[src/rtl/cmd_uart_pkg.sv]
// cmd_uart_pkg: shared types and constants for the 16-bit command UART wrapper.
package cmd_uart_pkg;
    typedef enum logic [0:0] {HIGH = 1'b0, LOW = 1'b1} rx_state_t;
    localparam logic [7:0] RESP_ACK        = 8'hA5;
    localparam int         TIMEOUT_CYC_DEF = 1_000_000;
endpackage

[src/rtl/cmd_uart_wrapper_uart.sv]
// cmd_uart_wrapper_uart: 8N1 UART transceiver; rx_rdy stays set until cleared or a new frame starts.
module cmd_uart_wrapper_uart #(
    parameter int BAUD_DIV = 434
)(
    input  logic       clk,
    input  logic       rst_n,
    input  logic       i_rx,
    output logic       o_tx,
    input  logic [7:0] i_tx_data,
    input  logic       i_trmt,
    output logic       o_tx_done,
    output logic [7:0] o_rx_data,
    output logic       o_rx_rdy,
    input  logic       i_clr_rx_rdy
);
    localparam int BW = $clog2(BAUD_DIV);

    logic [9:0]    r_tx_shift;
    logic [BW-1:0] r_tx_baud;
    logic [3:0]    r_tx_bits;
    logic          r_tx_busy, r_tx_done;
    logic          w_tx_tick;

    assign w_tx_tick = r_tx_busy && (r_tx_baud == BW'(BAUD_DIV - 1));
    assign o_tx      = r_tx_shift[0];
    assign o_tx_done = r_tx_done;

    always_ff @(posedge clk or negedge rst_n) begin
        if (!rst_n) begin
            r_tx_shift <= '1;
            r_tx_baud  <= '0;
            r_tx_bits  <= '0;
            r_tx_busy  <= 1'b0;
            r_tx_done  <= 1'b0;
        end else begin
            r_tx_done <= !i_trmt && w_tx_tick && (r_tx_bits == 4'd9);
            if (i_trmt) begin
                r_tx_shift <= {1'b1, i_tx_data, 1'b0};
                r_tx_baud  <= '0;
                r_tx_bits  <= '0;
                r_tx_busy  <= 1'b1;
            end else if (w_tx_tick) begin
                r_tx_shift <= {1'b1, r_tx_shift[9:1]};
                r_tx_baud  <= '0;
                r_tx_bits  <= r_tx_bits + 4'd1;
                r_tx_busy  <= (r_tx_bits != 4'd9);
            end else if (r_tx_busy) begin
                r_tx_baud <= r_tx_baud + BW'(1);
            end
        end
    end

    logic [2:0]    r_rx_sync;
    logic [9:0]    r_rx_shift;
    logic [7:0]    r_rx_data;
    logic [BW-1:0] r_rx_baud;
    logic [3:0]    r_rx_bits;
    logic          r_rx_busy, r_rx_rdy;
    logic          w_rx_start, w_rx_sample, w_rx_done;

    assign w_rx_start  = !r_rx_busy && r_rx_sync[2] && !r_rx_sync[1];
    assign w_rx_sample = r_rx_busy && (r_rx_baud == '0);
    assign w_rx_done   = w_rx_sample && (r_rx_bits == 4'd9);
    assign o_rx_data   = r_rx_data;
    assign o_rx_rdy    = r_rx_rdy;

    // First sample lands half a bit into the start bit, then once per bit period.
    always_ff @(posedge clk or negedge rst_n) begin
        if (!rst_n) begin
            r_rx_sync  <= '1;
            r_rx_shift <= '0;
            r_rx_data  <= '0;
            r_rx_baud  <= '0;
            r_rx_bits  <= '0;
            r_rx_busy  <= 1'b0;
            r_rx_rdy   <= 1'b0;
        end else begin
            r_rx_sync <= {r_rx_sync[1:0], i_rx};
            r_rx_rdy  <= w_rx_done ? 1'b1 : (i_clr_rx_rdy || w_rx_start) ? 1'b0 : r_rx_rdy;
            if (w_rx_start) begin
                r_rx_busy <= 1'b1;
                r_rx_baud <= BW'(BAUD_DIV / 2);
                r_rx_bits <= '0;
            end else if (w_rx_sample) begin
                r_rx_shift <= {r_rx_sync[1], r_rx_shift[9:1]};
                r_rx_baud  <= BW'(BAUD_DIV - 1);
                r_rx_bits  <= r_rx_bits + 4'd1;
                r_rx_busy  <= !w_rx_done;
                if (w_rx_done) r_rx_data <= r_rx_shift[9:2];
            end else if (r_rx_busy) begin
                r_rx_baud <= r_rx_baud - BW'(1);
            end
        end
    end
endmodule

[src/rtl/cmd_uart_wrapper.sv]
// cmd_uart_wrapper: assembles two UART bytes (high first) into a 16-bit command and sends responses.
// Optional inter-byte timeout enabled by defining CMD_TIMEOUT_EN.
module cmd_uart_wrapper
    import cmd_uart_pkg::*;
#(
    parameter int BAUD_DIV = 434
`ifdef CMD_TIMEOUT_EN
    ,
    parameter int TIMEOUT_CYC = TIMEOUT_CYC_DEF,
    parameter int TO_W        = 20
`endif
)(
    input  logic        clk,
    input  logic        rst_n,
    input  logic        RX,
    output logic        TX,
    input  logic        clr_cmd_rdy,
    input  logic [7:0]  resp,
    input  logic        trmt,
    output logic [15:0] cmd,
    output logic        cmd_rdy,
    output logic        tx_done,
    output logic        timeout_err
);
    logic [7:0]  w_rx_data;
    logic        w_rx_rdy, w_clr_rx_rdy;
    rx_state_t   r_state;
    logic [7:0]  r_high_byte;
    logic [15:0] r_cmd;
    logic        r_cmd_rdy;

    cmd_uart_wrapper_uart #(.BAUD_DIV(BAUD_DIV)) u_uart (
        .clk          (clk),
        .rst_n        (rst_n),
        .i_rx         (RX),
        .o_tx         (TX),
        .i_tx_data    (resp),
        .i_trmt       (trmt),
        .o_tx_done    (tx_done),
        .o_rx_data    (w_rx_data),
        .o_rx_rdy     (w_rx_rdy),
        .i_clr_rx_rdy (w_clr_rx_rdy)
    );

    // Every received byte is consumed the cycle it is seen, in either state.
    assign w_clr_rx_rdy = w_rx_rdy;
    assign cmd          = r_cmd;
    assign cmd_rdy      = r_cmd_rdy;

`ifdef CMD_TIMEOUT_EN
    logic [TO_W-1:0] r_to_cnt;
    logic            r_timeout_err;
    assign timeout_err = r_timeout_err;
`else
    assign timeout_err = 1'b0;
`endif

    always_ff @(posedge clk or negedge rst_n) begin
        if (!rst_n) begin
            r_state     <= HIGH;
            r_high_byte <= '0;
            r_cmd       <= '0;
            r_cmd_rdy   <= 1'b0;
`ifdef CMD_TIMEOUT_EN
            r_to_cnt      <= '0;
            r_timeout_err <= 1'b0;
`endif
        end else begin
            r_cmd_rdy <= (r_state == LOW && w_rx_rdy) ? 1'b1 :
                         (clr_cmd_rdy || (r_state == HIGH && w_rx_rdy)) ? 1'b0 : r_cmd_rdy;
`ifdef CMD_TIMEOUT_EN
            r_timeout_err <= 1'b0;
`endif
            case (r_state)
                HIGH: if (w_rx_rdy) begin
                    r_high_byte <= w_rx_data;
                    r_state     <= LOW;
`ifdef CMD_TIMEOUT_EN
                    r_to_cnt    <= '0;
`endif
                end
                LOW: if (w_rx_rdy) begin
                    r_cmd   <= {r_high_byte, w_rx_data};
                    r_state <= HIGH;
                end
`ifdef CMD_TIMEOUT_EN
                else if (r_to_cnt == TO_W'(TIMEOUT_CYC - 1)) begin
                    r_state       <= HIGH;
                    r_high_byte   <= '0;
                    r_timeout_err <= 1'b1;
                end else begin
                    r_to_cnt <= r_to_cnt + TO_W'(1);
                end
`endif
                default: r_state <= HIGH;
            endcase
        end
    end
endmodule
[config.mk]
export PLATFORM = sky130hd
export DESIGN_NAME = cmd_uart_wrapper
export DESIGN_NICKNAME = d
export VERILOG_FILES = /design/src/rtl/cmd_uart_pkg.sv /design/src/rtl/cmd_uart_wrapper_uart.sv /design/src/rtl/cmd_uart_wrapper.sv
export SDC_FILE = /design/constraint.sdc
export NUM_CORES = 1
export LEC_CHECK = 0
export ABC_AREA = 1
export CAP_MARGIN = 20
export CORE_MARGIN = 2
export CORE_UTILIZATION = 25
export DETAILED_ROUTE_END_ITERATION = 7
export GPL_TIMING_DRIVEN = 0
export PLACE_DENSITY = 0.5
export REMOVE_ABC_BUFFERS = 1
export SLEW_MARGIN = 20
export SYNTH_ARGS = -nofsm -noshare
export SYNTH_HDL_FRONTEND = slang
export SYNTH_SLANG_ARGS = --single-unit
[constraint.sdc]
create_clock -name clk -period 2.45 [get_ports clk]
set_input_delay 0.3675 -clock clk [delete_from_list [all_inputs] [get_ports clk]]
set_output_delay 0.3675 -clock clk [all_outputs]
set_load 0.01 [all_outputs]
==> results of run 1 <==
## power by group
| group | total, mW | switching [mW] | leakage (nW) | internal (mW) |
|---|---|---|---|---|
| logic | 0.484 | 0.297 | 0.981 | 0.187 |
| registers | 1.63 | 0.113 | 1.10 | 1.52 |
| clock network | 1.27 | 0.577 | 0.134 | 0.698 |
## area by class of cell
class                   instances  area (sq um)  area share
repair buffers                 32           328      0.0707
well taps                     188           235      0.0507
flip-flops and latches         84          2120       0.457
clock buffers                  10           229      0.0494
multi-input cells             298          1510       0.326
inverters                      45           169      0.0364
clock inverters                 6          47.5      0.0103
## sequential cells by signal (all words and copies together), names as in the netlist, 3 cells and up
| signal | cells |
|---|---|
| u_uart.o_rx_data | 8 |
| u_uart.r_tx_shift | 9 |
| u_uart.r_tx_bits | 4 |
| u_uart.r_rx_baud | 9 |
| u_uart.r_rx_sync | 3 |
| u_uart.r_rx_bits | 4 |
| r_high_byte | 8 |
| u_uart.r_rx_shift | 8 |
| u_uart.r_tx_baud | 9 |
| cmd | 16 |
## path summary, 6_finish.rpt
kind                            slack [ns]                   to  cells after the start           startpoint
worst max-delay path                  0.55               cmd[4]                      4              r_state
worst min-delay path                  0.04              cmd[11]                      1                rst_n
worst max register to register        0.55               cmd[4]                      4              r_state
worst min register to register        0.36  u_uart.r_rx_sync[1]                      0  u_uart.r_rx_sync[0]
max in group asynchronous             1.72  u_uart.r_rx_sync[2]                      2                rst_n
min in group clk                      0.36  u_uart.r_rx_sync[1]                      0  u_uart.r_rx_sync[0]
## Yosys cell counts
master and number:
nand2_1 159, dfrtp_1 72, inv_1 42, nor2_1 32
nand3_1 21, o21ai_0 21, o21ai_2 16, dfstp_2 12
ha_1 9, xor2_1 9, buf_2 5, buf_6 4
nand3_2 4, a21oi_1 3, nand2_4 3, nor2_4 3
buf_4 2, clkinv_1 2, nand2_2 2, nand4_1 2
nor2_2 2, nor3_1 2, o21bai_1 2, or2_2 2
xnor2_1 2, clkbuf_1 1, conb_1 1, inv_2 1
nor3_2 1, nor3b_4 1, o21ai_1 1
## worst max-delay path: stages, from the launching register on
cell	delay (ns)
dfrtp_1	0.35
ha_1	0.55
clkinv_1	0.62
nand2_1	0.19
nand2_1	0.07
## per-stage QoR
step | power, mW | hold WS (ns)
final | 3.39 | 0.0428
after global routing | 3.59 | 0.0901
after CTS | 3.45 | 0.0633
after detailed placement | 2.14 | 0.351
after global placement | 2.13 | 0.346
after floorplan | 2.00 | 0.0719
## routing by layer
metal | GRT usage | vias to the layer above | wire length, um
li1 | - | 1419 | -
met1 | 0.123 | 1318 | 3630
met2 | 0.142 | 27 | 3160
met3 | 0.0295 | 12 | 215
met4 | 0.0499 | 0 | 170
met5 | 0 | - | 0
## cell families (layout without fill, tap and decap cells)
group	Yosys count	after routing	share of synthesized area
flops	84	84	0.545
buf+inv	57	93	0.0663
xor+xnor	11	11	0.0248
simple gates	234	234	0.262
fa+ha+maj	9	9	0.0290
other cells	1	1	0.000965
compound gates	43	43	0.0721
==> qor.log, run 1 <==
[die] placement row count 45
[setup_path] Startpoint Class flip-flop
[clock_network] number of sinks driven by the clock tree 84
[die] die span in x 129 um
[place] pre-CTS worst setup slack 0.252 ns
[sta] Setup violations, final 0
[layout] Final Cell Area 4640 sq um
[clock_network] Clk pin slew, worst setup/hold paths 0.07 ns
[sta] final worst clock skew 0.00723 ns
[route] DRC violations left 0
[route] Post-Route WL 7180 um
[power] Peak VDD IR 0.000380 V
[clock_network] Inserted Clock Buffers 9
[power] leakage power figure 2.21 nW
[place] estimated wirelength of the detail-placed design 4920 um
[die] Die Outline Area 16600 sq um
[place] area after detailed placement 4360 sq um
[sta] Final Hold Viols 0
[clock_network] source-to-sink clock delay at the later pin of the worst-skew pair 0.35 ns
[place] placed insts 647
[route] drt pass-1 iters 4
[layout] Post-Route Utilization 0.305
[grt] wire length of the first global-routing pass 12500 um
[sta] Sum Neg Setup Slack 0 ns
[layout] Net count, final 492
[clock_network] PostCTS Resize Cnt 0
[setup_path] CP Data Required Time 2.68 ns
[yosys] fraction of synthesized cell area taken by the top area cell type 0.464
[yosys] area of the mapped netlist 3890 sq um
[grt] GRT Overall Usage 0.0948
[die] core box area 15200 sq um
[clock_network] clock tree root driver cell clkbuf_16
[sta] Max-slew headroom 0.583
[layout] number of diodes added for antenna fixing 0
[route] Detailed Route Iter0 Violations 182
[yosys] share of the yosys chip area belonging to registers 0.545
[hold_path] type of the most critical hold path in2async
[run] Max Cap Viol 0
[sta] setup repair after global routing missed its margin false
[sta] Worst Max-Slew Pin Slew 0.625 ns
[sta] final number of max-transition violations 0
[outcome] outcome finished clean
[sta] maximum achievable frequency 527 MHz
[layout] highest-count cells in the layout ignoring fill and taps nand2_1 (159), dfrtp_1 (72), inv_1 (42)
[route] average routed wire per standard cell 10.8 um
[clock_network] number of H-tree levels 3
[sta] slack of the critical path 0.552 ns
[die] io pins 33
[clock_network] CTS Hold Bufs 0
[route] overall via count from detail_route 2776
[layout] area grow syn2layout 19.3%
[layout] Layout Cells excl Fill 663
[grt] vias in the first global route 2714
[grt] largest net degree at the start of global routing 49
[yosys] Distinct cells, synth 31
[route] Antenna Nets Post-Route 0
[route] Via density 4.19
[yosys] post-synthesis register bit count 84
[place] GP Congestion 0.787
[layout] fraction of layout instances using a drive strength above 1 0.135
[grt] initial antenna violation count 0
[clock_network] CTS tree done
[grt] GRT Residual Overflow 0
[setup_path] arrival time of the worst setup path 2.13 ns
[clock_network] Post-CTS Setup Inserts 0
[sta] Final Critical Period 1.90 ns
[yosys] synthesized netlist cell count 439
[place] port buffer count 31
[yosys] total number of yosys warnings 0
[power] power density over cell area 730 nW/um^2
[die] die boundary height 129 um
[die] effective utilization at floorplan 0.256
[setup_path] worst-path fanout max 17
[yosys] per-instance average area after synthesis 8.85 sq um
[layout] commonest non-fill, non-tap cell in the layout nand2_1
[yosys] cell type with the highest aggregate area in the netlist dfrtp_1
[layout] # fillers 1618
[setup_path] critical path class reg2reg
[setup_path] kind of end point of the critical path flip-flop
[sta] final clock period utilization by the worst path 0.775
[clock_network] maximum buffer depth of the clock tree 2
[yosys] Synth area leaders dfrtp_1 (46%), nand2_1 (15%), dfstp_2 (8.1%), inv_1 (4.1%), o21ai_2 (3.6%)
Power figures use the tool's default switching activity.
==> run 2: changes to the inputs <==
clock period = 2 ns   (was 2.45 ns; I/O delays follow)
==> qor.log, run 2 (synthesis gave the netlist of run 1 again) <==
[power] internal cell power 2.94 mW [was 2.40 mW]
[sta] Final Critical Period 1.73 ns
[setup_path] Buffers & Inverters on Critical Path 3 [was 1]
[power] power density over cell area 893 nW/um^2 [was 730 nW/um^2]
[grt] initial antenna violation count 0 [unchanged]
[route] Via density 4.19 [about the same]
[clock_network] maximum buffer depth of the clock tree 2 [unchanged]
[power] Gate power share 0.143 [about the same]
[route] Detailed Route Iter0 Violations 160 [was 182]
[power] leakage power figure 2.22 nW [was 2.21 nW]
[sta] final clock period utilization by the worst path 0.863
[grt] largest net degree at the start of global routing 49 [unchanged]
[clock_network] Post-CTS Setup Inserts 0 [unchanged]
[route] drt pass-1 iters 4 [unchanged]
[power] relative contribution of sequential cells to total power 0.481 [about the same]
[setup_path] cell type of the slowest stage on the worst timing path clkdlybuf4s50_1 [was clkinv_1]
[clock_network] number of sinks driven by the clock tree 84 [unchanged]
[route] average routed wire per standard cell 10.8 um [about the same]
[sta] final worst clock skew 0.00723 ns [about the same]
[setup_path] flop-to-flop setup slack 0.30 ns [was 0.55 ns]
[setup_path] critical path class in2reg [was reg2reg]
[sta] Worst Max-Slew Pin Slew 0.637 ns [was 0.625 ns]
[place] port buffer count 31 [unchanged]
[power] Peak VDD IR 0.000466 V [was 0.000380 V]
[power] fraction of power consumed by the clock network 0.376 [about the same]
[clock_network] number of H-tree levels 3 [unchanged]
[place] pre-CTS worst setup slack -0.130 ns [was 0.252 ns]
[clock_network] Inserted Clock Buffers 9 [unchanged]
[layout] Net count, final 493 [was 492]
[clock_network] clock tree root driver cell clkbuf_16 [unchanged]
[setup_path] CP Data Required Time 2.24 ns [was 2.68 ns]
[layout] fraction of layout instances using a drive strength above 1 0.137 [was 0.135]
[route] met3 layer wire length in the routed design 211 um [was 215 um]
[grt] GRT Overall Usage 0.0948 [unchanged]
[setup_path] critical-path cell list clkdlybuf4s50_1 > inv_1 > nand2_4 > inv_1 > nand2_1 > nand2_1 [was ha_1 > clkinv_1 > nand2_1 > nand2_1]
[layout] footprint of the flip-flops and latches 2120 sq um [unchanged]
[die] placement row count 45 [unchanged]
[power] overall power of the completed layout 4.15 mW [was 3.39 mW]
[route] highest metal layer with signal wires met4 [unchanged]
[clock_network] Clk pin slew, worst setup/hold paths 0.06 ns [was 0.07 ns]
[clock_network] source-to-sink clock delay at the later pin of the worst-skew pair 0.35 ns [about the same]
[clock_network] CTS tree done [unchanged]
[power] net switching power 1.21 mW [was 988 uW]
[setup_path] slowest stage delay, CP 0.85 ns [was 0.62 ns]
[die] die span in x 129 um [unchanged]
[grt] wire length of the first global-routing pass 12500 um [unchanged]
[grt] vias in the first global route 2714 [unchanged]
[setup_path] arrival time of the worst setup path 1.96 ns [was 2.13 ns]
[setup_path] Startpoint Class input pin [was flip-flop]
[route] Post-Route WL 7180 um [about the same]
[sta] slack of the critical path 0.274 ns [was 0.552 ns]
[outcome] outcome finished clean [unchanged]
[layout] commonest non-fill, non-tap cell in the layout nand2_1 [unchanged]
[sta] setup repair after global routing missed its margin false [unchanged]
[power] switching share of power 0.292 [about the same]
[layout] highest-count cells in the layout ignoring fill and taps nand2_1 (159), dfrtp_1 (72), inv_1 (42) [unchanged]
[die] Die Outline Area 16600 sq um [unchanged]
[die] effective utilization at floorplan 0.256 [unchanged]
[die] io pins 33 [unchanged]
[place] estimated wirelength of the detail-placed design 4920 um [unchanged]
[sta] maximum achievable frequency 579 MHz
[layout] area grow syn2layout 19.6% [was 19.3%]
[setup_path] kind of end point of the critical path flip-flop [unchanged]
[layout] max reg flops 16 [unchanged]
[sta] final number of max-transition violations 0 [unchanged]
[sta] Setup violations, final 0 [unchanged]
[die] core box area 15200 sq um [unchanged]
[sta] Max-slew headroom 0.575 [was 0.583]
[layout] number of diodes added for antenna fixing 0 [unchanged]
[layout] # fillers 1616 [was 1618]
[route] Antenna Nets Post-Route 0 [unchanged]
[route] DRC violations left 0 [unchanged]
[hold_path] type of the most critical hold path reg2reg [was in2async]
[run] Max Cap Viol 0 [unchanged]
[place] GP Congestion 0.787 [unchanged]
[sta] Final Hold Viols 0 [unchanged]
[grt] GRT Residual Overflow 0 [unchanged]
[route] wire length on met2 3160 um [unchanged]
[die] die boundary height 129 um [unchanged]
[setup_path] worst-path fanout max 27 [was 17]
[setup_path] family of cells with the greatest summed delay on the critical path buffers and inverters [unchanged]
[route] overall via count from detail_route 2782 [was 2776]
[route] routed length on met1 3640 um [was 3630 um]
[layout] area of the multi-input gates 1510 sq um [unchanged]
==> run 2: changes by cell type in the layout (fill, tap and decap cells not counted) <==
| cell | change |
|---|---|
| clkinv_1 | -1 |
| dlygate4sd3_1 | +1 |
| clkinv_2 | +1 |
==> run 2: final timing paths <==
path                                      from                  end  cells after the start
min                        u_uart.r_rx_sync[0]  u_uart.r_rx_sync[1]                      0
min in group asynchronous                rst_n              cmd[11]                      2
max reg2reg                u_uart.r_rx_baud[0]  u_uart.o_rx_data[5]                      7
min reg2reg                u_uart.r_rx_sync[0]  u_uart.r_rx_sync[1]                      0
max in group asynchronous                rst_n  u_uart.r_rx_sync[2]                      3
max                                       trmt  u_uart.r_tx_bits[3]                      6
==> run 2: per-stage QoR <==
step           hold WS (ns)  instance area [sq um]  TNS [ns]  utilization  cells
2_1_floorplan       0.00441                   3800         0            -    427
3_5_place_dp          0.351                   4360    -0.781        0.287    647
5_1_grt               0.363                   4650         0        0.306    664
3_3_place_gp          0.346                   4340   -201.01        0.286    646
6_report              0.357                   4650         0        0.306    664
4_1_cts               0.358                   4650         0        0.306    664
==> run 2: area by class of cell <==
cell class	instances	area share
clock buffers	10	0.0493
clock inverters	6	0.0102
inverters	45	0.0366
multi-input cells	298	0.325
flip-flops and latches	84	0.455
well taps	188	0.0506
repair buffers	33	0.0727
==> run 2: routing by layer <==
layer | global-route usage | vias up
met5 | 0 | -
met4 | 0.0499 | 0
met3 | 0.0295 | 12
met2 | 0.142 | 27
met1 | 0.123 | 1321
li1 | - | 1422
==> run 2: timing repair <==
item | 4_1_cts | 5_1_grt
setup endpoints to repair | 6 | 0
hold endpoints to repair | 23 | 0
hold buffers | 1 | 0
gates resized for setup | 1 | 0
==> run 2: power groups by stage <==
stage,Sequential (mW),Clock (mW),Combinational (mW)
6_report,1.99,1.56,0.594
4_1_cts,1.99,1.63,0.604
5_1_grt,2.02,1.69,0.692
3_5_place_dp,2.02,0,0.601
2_1_floorplan,2.00,0,0.452
3_3_place_gp,2.02,0,0.583
